`src/rtl/rtc_access_scheduler.sv`:
```
// RTC bus scheduler: refresh sweeps into local memory plus
// translated user writes, with bus timeout handling.
module rtc_access_scheduler #(
  parameter logic [7:0]  LATCH_ADDR  = 8'hF0,
  parameter logic [7:0]  LATCH_DATA  = 8'h00,
  parameter int unsigned TIMEOUT_CYC = 255
) (
  input  logic       clk,
  input  logic       reset,
  input  logic       tick_refresh,
  input  logic       wr_req,
  input  logic [3:0] wr_idx,
  input  logic [7:0] wr_data,
  output logic       wr_ack,
  output logic       bus_start,
  output logic       bus_rw,
  output logic [7:0] bus_addr,
  output logic [7:0] bus_wdata,
  input  logic       bus_done,
  input  logic [7:0] bus_rdata,
  output logic       mem_we,
  output logic [3:0] mem_addr,
  output logic [7:0] mem_wdata,
  output logic       busy,
  output logic       sweep_done,
  output logic       err
);

  typedef enum logic [2:0] {
    IDLE, LATCH, LATCH_WAIT, RD_ISSUE,
    RD_WAIT, WR_ISSUE, WR_WAIT, SWEEP_END
  } state_t;

  localparam logic [8:0] TMO = 9'(TIMEOUT_CYC);

  state_t     state, state_nx;
  logic       pend;
  logic [3:0] idx;
  logic [7:0] tcnt;
  logic       wr_valid, wr_bad, tmo, go_latch;

  function automatic logic [7:0] idx2addr(input logic [3:0] i);
    if (i < 4'd7) return 8'h21 + {4'd0, i};
    else          return 8'h41 + {4'd0, i} - 8'd7;
  endfunction

  // A request still high while its ack is out is already served.
  assign wr_valid = wr_req && !wr_ack;
  assign wr_bad   = wr_valid && (wr_idx > 4'd9);
  // tcnt counts cycles since bus_start.
  assign tmo      = ({1'b0, tcnt} + 9'd1) >= TMO;
  assign go_latch = (state == IDLE) && (state_nx == LATCH);

  assign bus_start  = (state == LATCH) || (state == RD_ISSUE) ||
                      (state == WR_ISSUE);
  assign busy       = (state != IDLE);
  assign sweep_done = (state == SWEEP_END);

  // Next-state: arbitration, bus completion and timeout.
  always_comb begin
    state_nx = state;
    unique case (state)
      IDLE: begin
        if (wr_valid && !wr_bad) state_nx = WR_ISSUE;
        else if (!wr_valid && pend) state_nx = LATCH;
      end
      LATCH:      state_nx = LATCH_WAIT;
      LATCH_WAIT: begin
        if (bus_done) state_nx = RD_ISSUE;
        else if (tmo) state_nx = IDLE;
      end
      RD_ISSUE:   state_nx = RD_WAIT;
      RD_WAIT: begin
        if (bus_done)
          state_nx = (idx == 4'd9) ? SWEEP_END : RD_ISSUE;
        else if (tmo) state_nx = IDLE;
      end
      WR_ISSUE:   state_nx = WR_WAIT;
      WR_WAIT: begin
        if (bus_done || tmo) state_nx = IDLE;
      end
      SWEEP_END:  state_nx = IDLE;
      default:    state_nx = IDLE;
    endcase
  end

  // State, datapath registers and registered pulses.
  always_ff @(posedge clk or posedge reset) begin
    if (reset) begin
      state     <= IDLE;
      pend      <= 1'b0;
      idx       <= 4'd0;
      tcnt      <= 8'd0;
      wr_ack    <= 1'b0;
      err       <= 1'b0;
      bus_rw    <= 1'b0;
      bus_addr  <= 8'd0;
      bus_wdata <= 8'd0;
      mem_we    <= 1'b0;
      mem_addr  <= 4'd0;
      mem_wdata <= 8'd0;
    end else begin
      state  <= state_nx;
      wr_ack <= 1'b0;
      err    <= 1'b0;
      mem_we <= 1'b0;
      if (go_latch) pend <= 1'b0;
      else if (tick_refresh) pend <= 1'b1;
      unique case (state)
        IDLE: begin
          if (wr_bad) begin
            wr_ack <= 1'b1;
            err    <= 1'b1;
          end else if (state_nx == WR_ISSUE) begin
            bus_rw    <= 1'b0;
            bus_addr  <= idx2addr(wr_idx);
            bus_wdata <= wr_data;
          end else if (state_nx == LATCH) begin
            bus_rw    <= 1'b0;
            bus_addr  <= LATCH_ADDR;
            bus_wdata <= LATCH_DATA;
          end
        end
        LATCH, RD_ISSUE, WR_ISSUE: tcnt <= 8'd1;
        LATCH_WAIT: begin
          if (bus_done) begin
            idx      <= 4'd0;
            bus_rw   <= 1'b1;
            bus_addr <= idx2addr(4'd0);
          end else begin
            tcnt <= tcnt + 8'd1;
            if (tmo) err <= 1'b1;
          end
        end
        RD_WAIT: begin
          if (bus_done) begin
            mem_we    <= 1'b1;
            mem_addr  <= idx;
            mem_wdata <= bus_rdata;
            if (idx != 4'd9) begin
              idx      <= idx + 4'd1;
              bus_addr <= idx2addr(idx + 4'd1);
            end
          end else begin
            tcnt <= tcnt + 8'd1;
            if (tmo) err <= 1'b1;
          end
        end
        WR_WAIT: begin
          if (bus_done) wr_ack <= 1'b1;
          else begin
            tcnt <= tcnt + 8'd1;
            if (tmo) begin
              err    <= 1'b1;
              wr_ack <= 1'b1;
            end
          end
        end
        default: ;
      endcase
    end
  end

endmodule
```
`config.mk`:
```
export PLATFORM = sky130hd
export DESIGN_NAME = rtc_access_scheduler
export DESIGN_NICKNAME = d
export VERILOG_FILES = /design/src/rtl/rtc_access_scheduler.sv
export SDC_FILE = /design/constraint.sdc
export NUM_CORES = 1
export LEC_CHECK = 0
export ABC_AREA = 1
export CORE_MARGIN = 2
export CORE_UTILIZATION = 35
export DETAILED_ROUTE_END_ITERATION = 12
export MAX_ROUTING_LAYER = met4
export REMOVE_ABC_BUFFERS = 1
export SLEW_MARGIN = 20
export SYNTH_ARGS = -nofsm -noshare
export SYNTH_HDL_FRONTEND = slang
export SYNTH_SLANG_ARGS = --single-unit
```
`constraint.sdc`:
```
create_clock -name clk -period 4.2 [get_ports clk]
set_clock_uncertainty 0.15 [all_clocks]
set_input_delay 0.63 -clock clk [delete_from_list [all_inputs] [get_ports clk]]
set_output_delay 0.63 -clock clk [all_outputs]
set_load 0.01 [all_outputs]
```
Word-level counts from Yosys, hierarchy flattened:

Cells that the tools add are included.

* $add $sub $neg: 9
* magnitude comparators: 4
* bitwise gates (word level): 1
* reduce and logical (&&, ||, !) cells: 27
* mux-type cells: 40
* equality and inequality tests: 17

Operator list (count)
* $mux 8: 11
* $pmux 3 s8: 1
* $pmux 8 s3: 1
* $mux 3: 7
* $add 7x4->8 const A: 2
* $pmux 8 s2: 1
* $sub 8x3->8 const B: 2
* $eq 3x3->1 const B: 5
* $add 6x4->7 const A: 2
* $mux 1: 12
* $mux 4: 3
* $ne 2x2->1 const B: 5
* $reduce_bool 2->1: 5
* $add 8x1->9 const B: 1
* $ge 9x8->1 const B: 1
* $add 8x1->8 const B: 1
* $lt 4x3->1 const B: 2
* $pmux 4 s2: 1
* $reduce_and 4->1: 2
* $eq 3x1->1 const B: 2
* $eq 3x2->1 const B: 2
* $pmux 1 s2: 3
* $reduce_and 6->1: 1
* $reduce_bool 3->1: 2
* 13 further kinds: 23

* register bits: 48
* input port bits: 25
* output and inout bits: 35
* word-level logic and storage cells: 110

Longest topological paths before layout:

Gate-level depths: netlist of run 1.

* word-level depth: 12
* gate-level depth with buffers: 13

Worst setup path after synthesis of run 1:

Ideal clock, no wire load.

* path kind: flip-flop to flip-flop
* start point: register idx[0]
* end point: register bus_addr[3]
* period minus slack after synthesis: 2.009 ns
* arrival: 1.794 ns
* setup slack: 2.191 ns
* library setup time: 0.065 ns
* cell stages (with the launch flop): 13
* cells stage by stage: dfrtp_1 > ha_1 > or2_1 > nand2_1 > inv_2 > ha_1 > inv_1 > ha_1 > a21oi_1 > nand2_1 > nand2_1 > nand2_1 > nand2_1

* cells in the longest elaborated chain, start to end: 8
* elaborated cells on any way between the ends: 21

RTL lines
* from (decl): RTL line 38 `logic [3:0] idx;`
* from (signal assigned): RTL line 141 `idx <= idx + 4'd1;`
* parallel branches: the longest is 8 deep, another holds $add 7x4->8
* to (signal assigned): RTL line 116 `bus_addr <= idx2addr(wr_idx);`
* to (signal assigned): RTL line 129 `bus_addr <= idx2addr(4'd0);`
* to (signal assigned): RTL line 142 `bus_addr <= idx2addr(idx + 4'd1);`
* to (decl): RTL line 17 `output logic [7:0] bus_addr,`

Parallel ways; which one is timed is not known. The select of a mux whose other input is x is not followed.
A chain may end at the register's enable or synchronous reset.

Worst setup path in the final report of run 1:

* start point: input wr_idx[1]
* end point: register bus_addr[6]

* cells in the longest elaborated chain, start to end: 10
* elaborated cells on any way between the ends: 19

RTL lines
* from (decl): RTL line 12 `input logic [3:0] wr_idx,`
* parallel branches: the longest is 10 deep, another holds $add 7x4->8

Parallel ways; which one is timed is not known. The select of a mux whose other input is x is not followed.

==> results.py, run 1 <==
metrics = {
    "critical_path": {
        "worst_setup_path_start_kind": "primary input",
        "path_class": "primary input to register",
        "worstSetupEndpointType": "register",
        "worst_r2r_path_depth": 12,
        "worst-path-max-fanout": 15,
        "flop2flop_setup_slack_ns": 1.93,
        "crit_required_ns": 4.25,
        "timing.critical_path.arrival_ns": 2.57,
    },
    "clock_network": {
        "holdBufCountCts": 0,
        "cts.reportedPaths.clkPinSlew_ns": 0.09,
        "clock_tree_from_tritoncts": "yes",
        "cts-htree-levels": 2,
        "ctsLongestPathBuffers": 2,
        "clockRootBuffer": "clkbuf_8",
        "skew_pair_late_insertion_delay_ns": 0.31,
        "post_cts_resized": 0,
        "number_of_buffers_created_by_cts": 5,
        "clock_sink_count": 48,
        "cts_setup_buffers": 0,
    },
    "floorplan": {
        "die_area_mm2": 0.00843,
        "die_height_um": 91.8,
        "floorplan.initialDensity_pct": 35.5,
        "floorplan.die.width_um": 91.8,
        "io-pin-count": 60,
        "core_area_mm2": 0.00761,
        "floorplan.rows": 32,
    },
    "cells_and_area": {
        "num-nets-final": 430,
        "flow.area_growth_from_synthesis_pct": 28.6,
        "ratio_of_cells_with_drive_above_1_in_the_final_layout_pct": 11.4,
        "insertedDiodeCount": 0,
        "finish.utilization_pct": 45.6,
    },
    "synth": {
        "synth-edff-count": 0,
        "synth.avg_cell_area_um2": 8.15,
        "netlist_top_cells_area": "dfrtp_1, nand2_1, ha_1",
        "ys_seq_area_share_pct": 44.5,
        "synth_area_leader_cell": "dfrtp_1",
        "synth_most_common_cell": "nand2_1",
        "synth-async-reset-ratio_pct": 100,
        "synth.distinct_cells": 39,
        "post_synth_top_area_share_pct": 44.5,
        "post_synth_design_cell_area_mm2": 0.00270,
        "ys.warnings.count": 0,
        "synth_common_cells": "nand2_1, dfrtp_1, inv_1, nand3_1, nor2_1",
        "synth_seq_cells": 48,
        "main_flop_type_after_synthesis": "dfrtp_1",
        "postSynthCellCount": 331,
    },
    "route": {
        "remaining_antenna_violation_count": 0,
        "routed_length_per_instance_um": 12.0,
        "routed_wl_um": 5930,
        "drt_drc_violations_left": 0,
        "drtIter0Drc": 117,
        "detail_route.vias_per_cell": 4.66,
        "vias": 2309,
        "drt_first_pass_iters": 4,
    },
    "placed_design": {
        "globalplace.congestion": 0.861,
        "placement.io_buffers": 59,
        "dp_slack_ns": 1.36,
        "final_hpwl_from_detailed_placement_um": 4410,
    },
    "sta": {
        "max_clock_freq_mhz": 397,
        "finalWorstPathRequiredPeriod_ns": 2.52,
        "final_report_setup_violation_count": 0,
        "setup_total_negative_slack_ns": 0,
        "postLayoutSetupSlackWorst_ns": 1.68,
        "rsz0062_at_grt": "no",
        "final_min_period_over_clock_period_pct": 60.0,
        "finalHoldViolations": 0,
        "maxSlewHeadroom_pct": 45.4,
        "report.final.slew_viol_count": 0,
        "worst_hold_slack_ns": 0.335,
        "tightestPinTransition_ns": 0.819,
    },
    "global_route": {
        "initial_antenna_violation_count": 0,
        "grt-ovfl-total": 0,
        "grt_pass1_wl_um": 10000,
        "grt_pass1_vias": 2169,
        "grt_max_degree": 49,
        "grtUsageTotal_pct": 14.9,
    },
    "pwr": {
        "ir_drop_mv": 0.276,
        "cellLeakagePower_nw": 1.68,
        "powerDensity_mw_per_mm2": 650,
    },
    "status": {
        "result_of_the_run": "complete, no violations",
    },
    "flow_run": {
        "max_capacitance_violation_total": 0,
    },
    "min_path": {
        "hold_class": "register to register",
        "worstHoldPathCells": 2,
    },
}
==> power by group <==
| part | switching (mW) | internal [mW] | leakage [nW] |
|---|---|---|---|
| Clock | 0.165 | 0.120 | 0.0485 |
| Combinational | 0.680 | 0.526 | 1.01 |
| Sequential | 0.133 | 0.634 | 0.621 |
| Total | 0.978 | 1.28 | 1.68 |
==> per-layer routing <==
metal	up-vias	GRT usage (%)	part of all wire, %
met2	52	22.9	43
met1	1057	20.5	51
met5	-	-	0
li1	1196	-	-
met3	4	3.29	5.2
met4	0	3.23	0.93
==> layout by cell type (no fill, tap or decap), types with 2 or more instances in the layout <==
| cell | synthesis | routed |
|---|---|---|
| nand2_1 | 107 | 107 |
| clkdlybuf4s50_1 | 0 | 59 |
| dfrtp_1 | 48 | 48 |
| inv_1 | 30 | 29 |
| nand3_1 | 21 | 21 |
| nor2_1 | 20 | 20 |
| inv_2 | 12 | 12 |
| o21ai_1 | 12 | 12 |
| ha_1 | 12 | 12 |
| a22o_1 | 9 | 9 |
| o22ai_1 | 7 | 7 |
| o21ai_0 | 6 | 6 |
| clkbuf_8 | 0 | 5 |
| o21ai_2 | 4 | 4 |
| nor2_2 | 4 | 4 |
| a21oi_1 | 4 | 4 |
| inv_4 | 3 | 3 |
| nand3_2 | 3 | 3 |
| nor3_1 | 3 | 3 |
| nor2_4 | 2 | 2 |
| nand2_2 | 2 | 2 |
| xor2_1 | 2 | 2 |
| clkinv_2 | 0 | 2 |
| o211ai_1 | 2 | 2 |
==> logic make-up (layout without fill, tap and decap cells) <==
group,Yosys count,after routing,share of synthesized area [%]
buffers and inverters,50,113,8.12
xor gates and xnor gates,3,3,1.25
AOI/OAI and AO/OA,47,47,11.6
adders and majority gates,12,12,5.57
and+or+nand+nor,171,171,28.9
DFF,48,48,44.5
==> stage by stage <==
stage	instance area [um2]	std cells	power, mW
detailed placement	3380	488	1.99
finish	3470	496	2.26
floorplan	2660	327	1.52
global placement	3380	488	1.97
global route	3470	496	2.46
CTS	3470	496	2.28
==> worst max-delay path: stages <==
cell             delay (ns)
clkdlybuf4s50_1        0.49
inv_1                  0.12
ha_1                   0.16
o21ai_2                0.08
nand2_1                0.06
nand2_1                0.08
o21ai_2                0.08
and2_1                 0.51
o21ai_1                0.14
nand2_1                0.08
nand2_1                0.05
nand2_1                0.05
nand2_1                0.05
==> registers in the layout (all words and copies together) (netlist names) <==
register / cells
bus_addr: 8
bus_wdata: 8
mem_wdata: 8
tcnt: 8
idx: 4
mem_addr: 4
state: 3
bus_rw: 1
err: 1
mem_we: 1
pend: 1
wr_ack: 1
==> area by class of cell <==
cell class / count / area [um2]
inverter: 46 / 181
clock inverter: 3 / 22.5
timing repair buffer: 59 / 591
sequential: 48 / 1200
tap: 102 / 128
multi-input combinational: 233 / 1280
fill: 729 / 4140
clock buffer: 5 / 68.8
==> path summary, 6_finish.rpt <==
path	start	end
max	wr_idx[1]	bus_addr[6]$_DFFE_PP0P_
min	bus_addr[7]$_DFFE_PP0P_	bus_addr[7]$_DFFE_PP0P_
max reg2reg	idx[0]$_DFFE_PP0P_	bus_addr[3]$_DFFE_PP0P_
min reg2reg	bus_addr[7]$_DFFE_PP0P_	bus_addr[7]$_DFFE_PP0P_
max in group asynchronous	reset	bus_addr[3]$_DFFE_PP0P_
min in group asynchronous	reset	mem_we$_DFF_PP0_
No activity file was read; power rests on OpenSTA's default activity.
==> run 2: changes to the inputs <==
- clock period: 4.2 -> 2.05 ns (I/O delays scaled with it)
==> run 2 against run 1 <==
  * Largest cell class unchanged
  * Die area unchanged
  * Critical path type is now register to register
  * Cell count increased by 6.3%
  * Flip-flop and latch count unchanged
  * Global-route usage increased by 1.1 points
  * Critical path depth decreased by 1
  * Count of clock-buffer cells in the layout unchanged
  * Register-to-register slack got worse by 1.8 ns
  * First-iteration DRC count decreased by 19%
  * Non-clock buffer count increased by 31
  * Power increased by 130%
  * Largest power group unchanged
==> results.py, run 2 (synthesis results as in run 1) <==
metrics = {
    "cells_and_area": {
        "layout_common_cells": "nand2_1, clkdlybuf4s50_1, dfrtp_1, buf_4, inv_1",
        "ratio_of_cells_with_drive_above_1_in_the_final_layout_pct": 20.7,
        "num-nets-final": 461,
        "flow.area_growth_from_synthesis_pct": 41.1,
        "finish.utilization_pct": 50.0,
        "insertedDiodeCount": 0,
        "post_route_design_area_mm2": 0.00381,
        "final_cells": 527,
        "layout_commonest_cell": "nand2_1",
        "nFillCells": 763,
    },
    "clock_network": {
        "ctsLongestPathBuffers": 2,
        "clockRootBuffer": "clkbuf_8",
        "number_of_buffers_created_by_cts": 5,
        "clock_sink_count": 48,
        "holdBufCountCts": 0,
        "cts-htree-levels": 2,
        "skew_pair_late_insertion_delay_ns": 0.30,
        "cts.reportedPaths.clkPinSlew_ns": 0.10,
        "clock_tree_from_tritoncts": "yes",
    },
    "route": {
        "routed_wl_um": 6300,
        "vias": 2460,
        "remaining_antenna_violation_count": 0,
        "drt_drc_violations_left": 0,
        "drt_first_pass_iters": 4,
        "drtIter0Drc": 95,
        "detail_route.vias_per_cell": 4.67,
        "routed_length_per_instance_um": 12.0,
    },
    "sta": {
        "finalHoldViolations": 0,
        "report.final.slew_viol_count": 0,
        "final_min_period_over_clock_period_pct": 95.6,
        "final_report_setup_violation_count": 0,
        "finalWorstPathRequiredPeriod_ns": 1.96,
        "rsz0062_at_grt": "no",
        "max_clock_freq_mhz": 510,
        "maxSlewHeadroom_pct": 77.7,
        "postLayoutSetupSlackWorst_ns": 0.0901,
        "tightestPinTransition_ns": 0.335,
    },
    "critical_path": {
        "crit_path_cell_trace": "ha_2, or2_1, nand2_1, inv_2, ha_2, inv_2, ha_1, a21oi_2, nand2_1, nand2_1, nand2_1, nand2_1",
        "source_of_the_critical_timing_path": "idx[1]$_DFFE_PP0P_",
        "crit_required_ns": 2.14,
        "critical-path-top-cell-by-count": "nand2_1",
        "worst_r2r_path_depth": 12,
        "timing.critical_path.arrival_ns": 2.05,
        "reg2reg_from": "idx[1]$_DFFE_PP0P_",
        "worst_setup_path_start_kind": "register",
        "critical-path-slowest-cell": "dfrtp_1",
        "critical-path-max-stage-delay_ns": 0.41,
        "worstSetupEndpointType": "register",
        "worst-path-max-fanout": 3,
        "path_class": "register to register",
    },
    "floorplan": {
        "floorplan.rows": 32,
        "core_area_mm2": 0.00761,
        "die_area_mm2": 0.00843,
        "floorplan.initialDensity_pct": 35.5,
        "die_height_um": 91.8,
        "io-pin-count": 60,
        "floorplan.die.width_um": 91.8,
    },
    "pwr": {
        "share_clk_of_total_power_pct": 16.0,
        "switching_share_pct": 40.2,
        "power_frac_comb_pct": 54.3,
        "powerDensity_mw_per_mm2": 1370,
        "p_seq_share_pct": 29.7,
        "power_report.internal_total_mw": 3.11,
        "netSwitchingPower_mw": 2.09,
        "power_mw": 5.21,
        "cellLeakagePower_nw": 1.89,
        "ir_drop_mv": 0.699,
    },
    "global_route": {
        "grt_pass1_wl_um": 10700,
        "initial_antenna_violation_count": 0,
        "grt_pass1_vias": 2414,
        "grtUsageTotal_pct": 16.0,
        "grt-ovfl-total": 0,
        "grt_max_degree": 49,
    },
    "status": {
        "result_of_the_run": "complete, no violations",
    },
    "placed_design": {
        "placement.io_buffers": 59,
        "final_hpwl_from_detailed_placement_um": 4690,
        "globalplace.congestion": 0.835,
        "dp_slack_ns": -0.303,
        "dpl-instance-area_mm2": 0.00360,
        "place_inst": 514,
    },
    "flow_run": {
        "max_capacitance_violation_total": 0,
    },
    "min_path": {
        "hold_class": "primary input to asynchronous set/reset pin",
    },
}
-- run 2: cell type report --
| type | count | area (um2) | share of cell area (%) |
|---|---|---|---|
| timing repair buffer | 90 | 855 | 22.5 |
| multi-input combinational | 233 | 1300 | 34.1 |
| tap | 102 | 128 | 3.35 |
| inverter | 46 | 185 | 4.87 |
| clock inverter | 3 | 68.8 | 1.81 |
| sequential | 48 | 1200 | 31.7 |
| clock buffer | 5 | 68.8 | 1.81 |
-- run 2: layer usage --
| metal | vias to the layer above | global-route usage, % | part of all wire [%] |
|---|---|---|---|
| met5 | - | - | 0 |
| met2 | 59 | 26.0 | 45 |
| met1 | 1141 | 20.5 | 49 |
| met3 | 5 | 3.45 | 5.4 |
| met4 | 0 | 3.86 | 0.90 |
| li1 | 1255 | - | - |
-- run 2: path summary, 6_finish.rpt --
check	endpoint	slack, ns
min in group clk	bus_addr[2]$_DFFE_PP0P_	0.33
hold reg to reg	bus_addr[2]$_DFFE_PP0P_	0.33
setup / recovery	bus_addr[3]$_DFFE_PP0P_	0.09
setup reg to reg	bus_addr[3]$_DFFE_PP0P_	0.09
max in group asynchronous	state[2]$_DFF_PP0_	1.30
hold / removal	tcnt[4]$_DFFE_PP0P_	0.20
-- run 2: worst max-delay path: cells and delay by family, from the launching register on --
family,cells,cell delay [ns]
buffers and inverters,2,0.09
adders and majority gates,3,0.58
DFF,1,0.41
AOI/OAI and AO/OA,1,0.11
and+or+nand+nor,6,0.55
-- run 2: per-stage QoR --
step	TNS [ns]	hold slack, ns
2_1_floorplan	0	0.267
3_3_place_gp	-4.14	0.316
3_5_place_dp	-5.05	0.315
4_1_cts	0	0.215
5_1_grt	0	0.223
6_report	0	0.197
-- run 2: what timing repair did --
action	4_1_cts	5_1_grt
resized for setup	4	15
pin swaps	1	3
endpoints found under the setup margin	3	19
endpoints found under the hold margin	0	0
setup buffers	3	2
-- run 2: power groups by stage --
stage,combinational [mW],sequential [mW],clock (mW)
after CTS,2.79,1.54,0.847
after global placement,2.66,1.57,0
after global routing,3.16,1.60,0.886
after detailed placement,2.72,1.57,0
after floorplan,1.44,1.66,0
final,2.83,1.54,0.834
==> run 3: changes to the inputs <==
- CORE_MARGIN: 2 -> not set
==> run 3 against run 2 <==
  * Via count up 0.93%
  * Die area decreased by 4.3%
  * Count of clock-buffer cells in the layout rose by 2
  * Highest routed layer unchanged
  * Largest power group unchanged
  * Sequential power about the same
  * Fmax up 1.5%
  * Clock power shrank 29%
  * Combinational power is 4% higher
==> results.py, run 3 (synthesis results as in run 1) <==
metrics = {
    "global_route": {
        "initial_antenna_violation_count": 0,
        "grtUsageTotal_pct": 16.7,
        "grt-ovfl-total": 0,
        "grt_pass1_vias": 2342,
        "grt_pass1_wl_um": 10700,
        "grt_max_degree": 49,
    },
    "status": {
        "result_of_the_run": "complete, no violations",
    },
    "route": {
        "routed_wl_um": 6350,
        "drt_first_pass_iters": 5,
        "vias": 2483,
        "detail_route.vias_per_cell": 4.69,
        "routed_length_per_instance_um": 12.0,
        "drt_drc_violations_left": 0,
        "drtIter0Drc": 87,
        "remaining_antenna_violation_count": 0,
    },
    "sta": {
        "postLayoutSetupSlackWorst_ns": 0.118,
        "finalHoldViolations": 0,
        "tightestPinTransition_ns": 0.289,
        "max_clock_freq_mhz": 518,
        "maxSlewHeadroom_pct": 80.6,
        "rsz0062_at_grt": "no",
        "final_min_period_over_clock_period_pct": 94.2,
        "report.final.slew_viol_count": 0,
        "worst_hold_slack_ns": 0.203,
        "finalWorstPathRequiredPeriod_ns": 1.93,
        "final_report_setup_violation_count": 0,
    },
    "cells_and_area": {
        "layout_common_cells": "nand2_1, clkdlybuf4s50_1, dfrtp_1, buf_4, inv_1",
        "ratio_of_cells_with_drive_above_1_in_the_final_layout_pct": 22.6,
        "area.sequential_mm2": 0.00121,
        "final_cells": 529,
        "num-nets-final": 466,
        "post_route_design_area_mm2": 0.00382,
        "nFillCells": 710,
        "multi_input_area_mm2": 0.00134,
        "finish.utilization_pct": 51.8,
        "flow.area_growth_from_synthesis_pct": 41.5,
        "layout_commonest_cell": "nand2_1",
        "insertedDiodeCount": 0,
    },
    "pwr": {
        "cellLeakagePower_nw": 1.89,
        "powerDensity_mw_per_mm2": 1330,
        "ir_drop_mv": 0.516,
    },
    "floorplan": {
        "die_height_um": 89.8,
        "core_area_mm2": 0.00737,
        "floorplan.initialDensity_pct": 36.6,
        "floorplan.rows": 31,
        "io-pin-count": 60,
        "floorplan.die.width_um": 89.8,
        "die_area_mm2": 0.00806,
    },
    "placed_design": {
        "dpl-instance-area_mm2": 0.00359,
        "place_inst": 512,
        "dp_slack_ns": -0.284,
        "final_hpwl_from_detailed_placement_um": 4650,
        "placement.io_buffers": 59,
        "globalplace.congestion": 0.836,
    },
    "critical_path": {
        "worstSetupEndpointType": "register",
        "path_class": "register to register",
        "worst_setup_path_start_kind": "register",
        "timing.critical_path.arrival_ns": 2.02,
        "flop2flop_setup_slack_ns": 0.12,
        "crit_required_ns": 2.14,
        "worst-path-max-fanout": 4,
    },
    "clock_network": {
        "clock_tree_from_tritoncts": "yes",
        "skew_pair_late_insertion_delay_ns": 0.30,
        "number_of_buffers_created_by_cts": 5,
        "clock_sink_count": 48,
        "clockRootBuffer": "clkbuf_8",
        "ctsLongestPathBuffers": 2,
        "cts.reportedPaths.clkPinSlew_ns": 0.09,
        "cts-htree-levels": 2,
    },
    "flow_run": {
        "max_capacitance_violation_total": 0,
    },
    "min_path": {
        "hold_class": "primary input to asynchronous set/reset pin",
    },
}
[run 3: cell types whose count changed in the layout (fill, tap and decap cells not counted), sizes merged]
cell | before | now
clkbuf | 5 | 7
dlygate4sd2 | 1 | 0
inv | 46 | 45
dlymetal6s2s | 3 | 4
bufinv | 2 | 0
clkinvlp | 0 | 1
nand3 | 25 | 26
buf | 31 | 35
[run 3: critical path: stages (launching register included)]
cell	delay, ns
dfrtp_1	0.43
ha_2	0.19
or2_1	0.21
nand2_2	0.07
inv_2	0.04
ha_2	0.17
inv_2	0.05
ha_1	0.22
a21oi_2	0.12
nand2_1	0.06
nand2_1	0.06
nand2_1	0.05
nand2_1	0.05
[run 3: timing repair]
item / CTS / global route
setup buffers: 3 / 5
gates cloned: 0 / 1
resized for setup: 4 / 20
endpoints found under the hold margin: 0 / 0
setup endpoints to repair: 4 / 21
pin swaps: 1 / 5
hold buffers: 0 / 0
[run 3: metrics by stage]
stage,total power [mW],TNS (ns)
6_report,5.06,0
4_1_cts,4.94,0
3_5_place_dp,4.26,-4.29
2_1_floorplan,3.10,0
3_3_place_gp,4.22,-3.60
5_1_grt,5.49,0
[run 3: final timing paths]
check	startpoint	cells after the start	end
max in group asynchronous	reset	3	state[2]$_DFF_PP0_
worst min-delay path	reset	3	mem_we$_DFF_PP0_
worst max register to register	idx[0]$_DFFE_PP0P_	12	bus_addr[3]$_DFFE_PP0P_
worst max-delay path	idx[0]$_DFFE_PP0P_	12	bus_addr[3]$_DFFE_PP0P_
worst min register to register	bus_addr[1]$_DFFE_PP0P_	2	bus_addr[1]$_DFFE_PP0P_
min in group clk	bus_addr[1]$_DFFE_PP0P_	2	bus_addr[1]$_DFFE_PP0P_
[run 3: cell type report]
type                    instances  share of cell area (%)
multi-input cells             234                    35.0
flip-flops and latches         48                    31.6
repair buffers                 94                    22.9
inverters                      46                    4.79
well taps                      99                    3.24
clock buffers                   7                    2.26
clock inverters                 1                   0.197
[run 3: where the power goes]
group | leakage (nW) | switching (mW) | internal (mW)
clock network | 0.0445 | 0.317 | 0.275
logic | 1.23 | 1.55 | 1.38
registers | 0.617 | 0.237 | 1.31
[run 3: metal layers]
layer	wire, um	GRT usage (%)	part of all wire, %
met5	0	-	0
met4	80	6.01	1.3
met3	193	2.96	3.0
met2	3150	27.6	50
met1	2930	20.5	46
